[config.mk]
export PLATFORM = sky130hd
export DESIGN_NAME = branch_resolve_unit
export DESIGN_NICKNAME = d
export VERILOG_FILES = /design/src/rtl/riscv_pkg.sv /design/src/rtl/branch_cond_eval.sv /design/src/rtl/branch_resolve_unit.sv
export SDC_FILE = /design/constraint.sdc
export NUM_CORES = 1
export LEC_CHECK = 0
export BUFFER_PORTS_ARGS = -buffer_cell sky130_fd_sc_hd__buf_2
export CORE_UTILIZATION = 50
export CTS_BUF_LIST = sky130_fd_sc_hd__clkbuf_8
export DETAILED_ROUTE_END_ITERATION = 7
export PLACE_DENSITY = 0.8
export REMOVE_ABC_BUFFERS = 1
export SETUP_SLACK_MARGIN = 0.3
export SLEW_MARGIN = 5
export SYNTH_ARGS = -nofsm -noshare
export SYNTH_HDL_FRONTEND = slang
export SYNTH_SLANG_ARGS = --single-unit
[constraint.sdc]
create_clock -name clk -period 5.55 [get_ports clk]
set_clock_uncertainty 0.05 [all_clocks]
set_input_delay 0.8325 -clock clk [delete_from_list [all_inputs] [get_ports clk]]
set_output_delay 0.8325 -clock clk [all_outputs]
set_load 0.05 [all_outputs]
[src/rtl/riscv_pkg.sv]
// Shared RISC-V branch constants and resolve-unit state encoding.
package riscv_pkg;

  localparam logic [2:0] F3_BEQ  = 3'b000;
  localparam logic [2:0] F3_BNE  = 3'b001;
  localparam logic [2:0] F3_BLT  = 3'b100;
  localparam logic [2:0] F3_BGE  = 3'b101;
  localparam logic [2:0] F3_BLTU = 3'b110;
  localparam logic [2:0] F3_BGEU = 3'b111;

  typedef enum logic {
    ST_RUN    = 1'b0,
    ST_SQUASH = 1'b1
  } state_e;

endpackage : riscv_pkg

[src/rtl/branch_cond_eval.sv]
// Combinational branch condition evaluation from funct3 and subtract flags.
module branch_cond_eval
  import riscv_pkg::*;
(
  input  logic [2:0] funct3,
  input  logic       zero,
  input  logic       negative,
  input  logic       carry,
  input  logic       overflow,
  output logic       taken_c,
  output logic       illegal_c
);

  // Decode funct3 into a taken decision; 010/011 are reserved encodings.
  always_comb begin
    taken_c   = 1'b0;
    illegal_c = 1'b0;
    case (funct3)
      F3_BEQ:  taken_c = zero;
      F3_BNE:  taken_c = ~zero;
      F3_BLT:  taken_c = negative ^ overflow;
      F3_BGE:  taken_c = ~(negative ^ overflow);
      F3_BLTU: taken_c = ~carry;
      F3_BGEU: taken_c = carry;
      default: illegal_c = 1'b1;
    endcase
  end

endmodule : branch_cond_eval

[src/rtl/branch_resolve_unit.sv]
// Resolves branches/JAL/JALR, issues a registered redirect and a squash window.
module branch_resolve_unit
  import riscv_pkg::*;
#(
  parameter int unsigned SQUASH_DEPTH = 2,
  parameter int unsigned CNT_W        = 16
) (
  input  logic             clk,
  input  logic             rst,
  input  logic             in_valid,
  input  logic             in_is_branch,
  input  logic             in_is_jal,
  input  logic             in_is_jalr,
  input  logic [2:0]       in_funct3,
  input  logic             in_zero,
  input  logic             in_negative,
  input  logic             in_carry,
  input  logic             in_overflow,
  input  logic [31:0]      in_pc,
  input  logic [31:0]      in_imm,
  input  logic [31:0]      in_alu_result,
  output logic             out_redirect,
  output logic [31:0]      out_target,
  output logic             out_misaligned,
  output logic             out_illegal,
  output logic             out_squash,
  output logic [CNT_W-1:0] perf_branches,
  output logic [CNT_W-1:0] perf_taken
);

  localparam int unsigned SQ_W = (SQUASH_DEPTH > 0) ? $clog2(SQUASH_DEPTH + 1) : 1;

  state_e            state_q, state_d;
  logic [SQ_W-1:0]   sq_cnt_q, sq_cnt_d;
  logic              redirect_q, redirect_d;
  logic [31:0]       target_q, target_d;
  logic              misaligned_q, misaligned_d;
  logic              illegal_q, illegal_d;
  logic [CNT_W-1:0]  branches_q, branches_d;
  logic [CNT_W-1:0]  taken_q, taken_d;

  logic              cond_taken_c;
  logic              cond_illegal_c;
  logic              xfer_c;
  logic              sel_branch_c;
  logic [31:0]       tgt_c;
  logic              unused_alu_lsb;

  assign unused_alu_lsb = in_alu_result[0];

  branch_cond_eval u_cond (
    .funct3    (in_funct3),
    .zero      (in_zero),
    .negative  (in_negative),
    .carry     (in_carry),
    .overflow  (in_overflow),
    .taken_c   (cond_taken_c),
    .illegal_c (cond_illegal_c)
  );

  // Select the transfer kind (jalr > jal > branch) and its target.
  always_comb begin
    xfer_c       = 1'b0;
    sel_branch_c = 1'b0;
    tgt_c        = in_pc + in_imm;
    if (in_is_jalr) begin
      xfer_c = 1'b1;
      tgt_c  = {in_alu_result[31:1], 1'b0};
    end else if (in_is_jal) begin
      xfer_c = 1'b1;
    end else if (in_is_branch) begin
      sel_branch_c = 1'b1;
      xfer_c       = cond_taken_c;
    end
  end

  // Next-state: FSM, registered pulses, target hold and saturating counters.
  always_comb begin
    state_d      = state_q;
    sq_cnt_d     = sq_cnt_q;
    redirect_d   = 1'b0;
    misaligned_d = 1'b0;
    illegal_d    = 1'b0;
    target_d     = target_q;
    branches_d   = branches_q;
    taken_d      = taken_q;
    if (state_q == ST_SQUASH) begin
      sq_cnt_d = sq_cnt_q - SQ_W'(1);
      if (sq_cnt_q == SQ_W'(1)) begin
        state_d = ST_RUN;
      end
    end else if (in_valid) begin
      if (sel_branch_c && cond_illegal_c) begin
        illegal_d = 1'b1;
      end
      if (sel_branch_c && !cond_illegal_c && (branches_q != {CNT_W{1'b1}})) begin
        branches_d = branches_q + CNT_W'(1);
      end
      if (xfer_c) begin
        // Target is also latched on a misaligned transfer to expose the faulting address.
        target_d = tgt_c;
        if (tgt_c[1]) begin
          misaligned_d = 1'b1;
        end else begin
          redirect_d = 1'b1;
          if (taken_q != {CNT_W{1'b1}}) begin
            taken_d = taken_q + CNT_W'(1);
          end
          if (SQUASH_DEPTH > 0) begin
            state_d  = ST_SQUASH;
            sq_cnt_d = SQ_W'(SQUASH_DEPTH);
          end
        end
      end
    end
  end

  // State and output registers with synchronous reset.
  always_ff @(posedge clk) begin
    if (rst) begin
      state_q      <= ST_RUN;
      sq_cnt_q     <= '0;
      redirect_q   <= 1'b0;
      misaligned_q <= 1'b0;
      illegal_q    <= 1'b0;
      target_q     <= '0;
      branches_q   <= '0;
      taken_q      <= '0;
    end else begin
      state_q      <= state_d;
      sq_cnt_q     <= sq_cnt_d;
      redirect_q   <= redirect_d;
      misaligned_q <= misaligned_d;
      illegal_q    <= illegal_d;
      target_q     <= target_d;
      branches_q   <= branches_d;
      taken_q      <= taken_d;
    end
  end

  assign out_redirect   = redirect_q;
  assign out_target     = target_q;
  assign out_misaligned = misaligned_q;
  assign out_illegal    = illegal_q;
  assign out_squash     = (state_q == ST_SQUASH);
  assign perf_branches  = branches_q;
  assign perf_taken     = taken_q;

endmodule : branch_resolve_unit

# Yosys cells after proc, flatten, opt, wreduce, memory -nomap -nowiden
# Cells that the tools add are included.
dict set report totals {
  reg_bits 70
  latchBits 0
  ramBits 0
  romBits 0
  out_inout_bits 68
  elab_cells 63
  memories 0
}
dict set report op_classes {
  n_addsub 4
  n_mul 0
  div_mod_pow 0
  n_lt_le_gt_ge 0
  eq_ne 9
  shift 0
  muxes 20
  n_bitwise 8
  n_reduce_logical 14
}
# op count
set op_table {}
lappend op_table {{$add A16 B1 Y16 const B} 2}
lappend op_table {{$add A32 B32 Y32} 1}
lappend op_table {{$mux W32} 1}
lappend op_table {{$ne A16 B16 Y1 const B} 2}
lappend op_table {{$mux W1} 14}
lappend op_table {{$eq A3 B3 Y1 const B} 4}
lappend op_table {{$reduce_and A3 Y1} 3}
lappend op_table {{$mux W2} 4}
lappend op_table {{$not A1 Y1} 7}
lappend op_table {{$pmux W1 S6} 1}
lappend op_table {{$reduce_or A6 Y1} 1}
lappend op_table {{$reduce_and A5 Y1} 1}
lappend op_table {{$reduce_bool A2 Y1} 2}
lappend op_table {{$reduce_or A4 Y1} 1}
lappend op_table {{$eq A3 B1 Y1 const B} 1}
lappend op_table {{$logic_and A1 B1 Y1} 3}
lappend op_table {{$logic_not A3 Y1} 1}
lappend op_table {{$reduce_or A3 Y1} 1}
lappend op_table {{$eq A2 B1 Y1 const B} 1}
lappend op_table {{$ne A2 B2 Y1 const B} 1}
lappend op_table {{$reduce_or A2 Y1} 1}
lappend op_table {{$sub A2 B1 Y2 const B} 1}
lappend op_table {{$xor A1 B1 Y1} 1}

# Depth between registers and ports, before layout
dict set report logic_depth {
  ltp_word 9
  depth_mapped 11
  ltp_nobuf 11
}

# Hierarchy
# From an unflattened synthesis, not the netlist that was laid out.
dict set report unflattened {
  cells_unflattened 629
  area_unflattened_um2 4976.0
}
# module n_inst cells_per_inst area_each_um2 seq_area_each_um2
set modules_own_cells {}
lappend modules_own_cells {branch_resolve_unit 1 618 4902.2 1401.3}
lappend modules_own_cells {branch_cond_eval 1 11 73.8 0.0}

# Least setup slack after synthesis
# OpenSTA, ideal clock, no wires.
dict set report synth_path {
  path_kind {input-to-reg}
  start {input port in_pc[0]}
  end {register target_q[26], in the netlist out_target[26]}
  t_arrival_ns 3.000
  path_slack_ns 2.409
  cell_stages 11
  cell_sequence {ha_1 -> inv_1 -> fa_1 -> nor2b_1 -> o31a_1 -> o31ai_1 -> a31oi_1 -> a31oi_1 -> or3_1 -> a21o_1 -> a311oi_1}
}
dict set report synth_via {
  elab_chain_len 2
}
# item line
set synth_lines {}
lappend synth_lines {{start: declaration} branch_resolve_unit.sv:19} ;# input logic [31:0] in_pc,
lappend synth_lines {{$add A32 B32 Y32} branch_resolve_unit.sv:65} ;# tgt_c = in_pc + in_imm;
lappend synth_lines {{$mux W32} branch_resolve_unit.sv:66} ;# if (in_is_jalr) begin
lappend synth_lines {{end signal: assignment} branch_resolve_unit.sv:135} ;# target_q <= target_d;
lappend synth_lines {{end: declaration} branch_resolve_unit.sv:36} ;# logic [31:0] target_q, target_d;
# Every way passes these cells.
# A chain may end at the register's enable or synchronous reset.

# Worst setup path after layout
# Same ends and word-level chain as after synthesis.

==> metrics.yaml <==
die:
  num_io_pins: 177
  dieWidth_um: 101.7
  start_util: 0.5130
  die_height_um: 101.7
  die-area_um2: 10340
  fp-row-count: 36
  core_um2: 9684
clock_tree:
  cts_buffer_depth: 2
  clkSinkCount: 70
  htreeDepth: 3
  clockRootBuffer: "clkbuf_8"
  cts_tree: "done"
  cts.clk_slew.worst_paths_ps: 70
  postCtsSetupRepairBufs: 0
  ctsHoldBuffers: 0
  numCtsBuffers: 9
  cts_resized: 0
  clkLatencyLatePin_ps: 350
synth:
  ys_top_cells_by_count: "nor2_1, dfxtp_1, a21oi_1"
  synth_cell_types: 66
  async_reset_ff_frac: 0
  synth_top_area_frac: 0.2820
  yosys.area.top_type: "dfxtp_1"
  synth_warnings: 0
  synth.most_common_cell: "nor2_1"
  netlist_top_cells_area: "dfxtp_1, ha_1, nor2_1"
  syn_area_um2: 4969
  ys.flop_type: "dfxtp_1"
  synthCells: 628
  synth_enable_flop_cells: 0
  synth_seq_area_share: 0.2820
  ys_seq_elements: 70
  syn_avg_cell_area_um2: 7.912
setup_path:
  r2r-start: "out_squash"
  crit_type: "in -> reg"
  path_max_fanout: 3
  cp.arrival_ps: 3490
  startpoint: "in_pc[0]"
  worstPathRequired_ps: 5750
  end_kind: "register"
  crit_path_start_kind: "primary input"
cells_and_area:
  fill_cells: 864
  diodes: 0
  multi_input_area_um2: 3387
  finalNetCount: 930
  area_growth_pct: 23.52
  regArea_um2: 1401
  drive_above_1_share: 0.2566
  design_area_um2: 6137
place:
  portBuffers: 175
  gp_congestion: 0.8901
  hpwl_um: 10260
  placed_area_um2: 5913
timing:
  slew_headroom: 0.4682
  min_period_ps: 3286
  fin_setup_tns_ps: 0
  fmax_mhz: 304.3
  rsz0062_at_grt: "no"
  report.final.slew_viol_count: 0
  period_share: 0.5921
  finalHoldViolCount: 0
  setup_viol: 0
  tightest_slew_ps: 797.7
route:
  firstDrtPassIters: 4
  drtIter0Drc: 236
  drc: 0
  drt-total-wl_um: 13350
  via_count: 5201
  ant_nets: 0
  avgViaCountPerCell: 5.629
  avgRoutedWirePerCell_um: 14.45
global_routing:
  overflow: 0
  antenna_found_initial: 0
  grt_pass1_vias: 4805
  grt_max_degree: 73
  grt_pass1_wl_um: 21560
  grt.total_usage: 0.2617
min_path:
  hold_class: "reg -> reg"
  holdCritStartpoint: "out_target[1]"
power:
  power.leakage_uw: 0.002792
  power_uw: 1514
  p_per_area_nw_per_um2: 246.8
  irDropWorstVdd_uv: 122.7
flow_run:
  drv_cap: 0
run_status:
  status: "finished clean"
-- metal layers --
metal  track usage  vias up  share of wire
met5             0        -              0
li1              -     2615              -
met1        0.3314     2382           0.45
met2        0.4392      178           0.48
met3       0.04624       26          0.044
met4        0.1059        0          0.025
-- worst max-delay path: stages --
cell and delay, ps:
buf_2 80, ha_1 170, inv_1 60, fa_1 370, nor2b_1 210, o31a_1 210
o31ai_1 150, a31oi_1 370, a31oi_1 210, or3_1 390, a21o_1 190, a311oi_1 260
-- path summary, 6_finish.rpt --
check	to	slack, ps	depth (start not counted)
worst max-delay path	out_target[26]	2260	12
worst min-delay path	out_target[1]	410	2
worst max register to register	perf_branches[15]	2950	7
worst min register to register	out_target[1]	410	2
-- sequential cells by signal, indices dropped and copies added (netlist names) --
register and cells:
out_redirect 1, out_illegal 1, out_misaligned 1, sq_cnt_q 2
perf_branches 16, out_squash 1, perf_taken 16, out_target 32
-- cell families after synthesis --
| kind of cell | synth area share |
|---|---|
| xor+xnor | 0.08915 |
| mux | 0.03047 |
| compound gates | 0.2463 |
| buf+inv | 0.03626 |
| simple gates | 0.2261 |
| fa+ha+maj | 0.08965 |
| flops | 0.2820 |
-- cell type report --
class                   instances  area share
inverters                      14    0.008563
flip-flops and latches         70      0.2283
repair buffers                179      0.1476
well taps                     133     0.02712
clock inverters                 6     0.01407
clock buffers                  10     0.02243
multi-input cells             512      0.5519
-- cell usage in the layout (no fill, tap or decap), drive strengths merged, types with 3 or more instances in the layout --
| cell | count |
|---|---|
| o21bai | 6 |
| o31ai | 4 |
| nand3 | 25 |
| a31oi | 10 |
| nand2b | 10 |
| clkinv | 3 |
| a41oi | 5 |
| nand2 | 40 |
| nand4 | 11 |
| nor3 | 16 |
| clkbuf | 10 |
| nand3b | 3 |
| o21a | 8 |
| and3 | 15 |
| a311oi | 4 |
| and2 | 4 |
| ha | 34 |
| dfxtp | 70 |
| o21ai | 43 |
| a21o | 9 |
| nor4 | 4 |
| or3 | 12 |
| nor2b | 4 |
| o22ai | 6 |
| a2111oi | 3 |
| o211ai | 7 |
| buf | 179 |
| a211oi | 11 |
| or4 | 4 |
| xor2 | 26 |
| nor2 | 73 |
| xnor2 | 22 |
| a21oi | 54 |
| inv | 15 |
| mux2i | 14 |
-- metrics by stage --
stage                     hold slack [ps]  cells    util  worst slack (ps)
final                               413.5    924  0.6337              2264
after global routing                451.9    924  0.6337              2205
after global placement              388.7    908  0.6106              1974
after detailed placement            400.9    908  0.6106              1938
after floorplan                     397.2    596       -              2354
after CTS                           414.8    924  0.6337              2319
-- where the power goes --
group          internal [uW]  switching, uW
logic                    181            323
registers                531           15.9
clock network            265            200
Note: power is estimated with default switching activity, not from simulation.
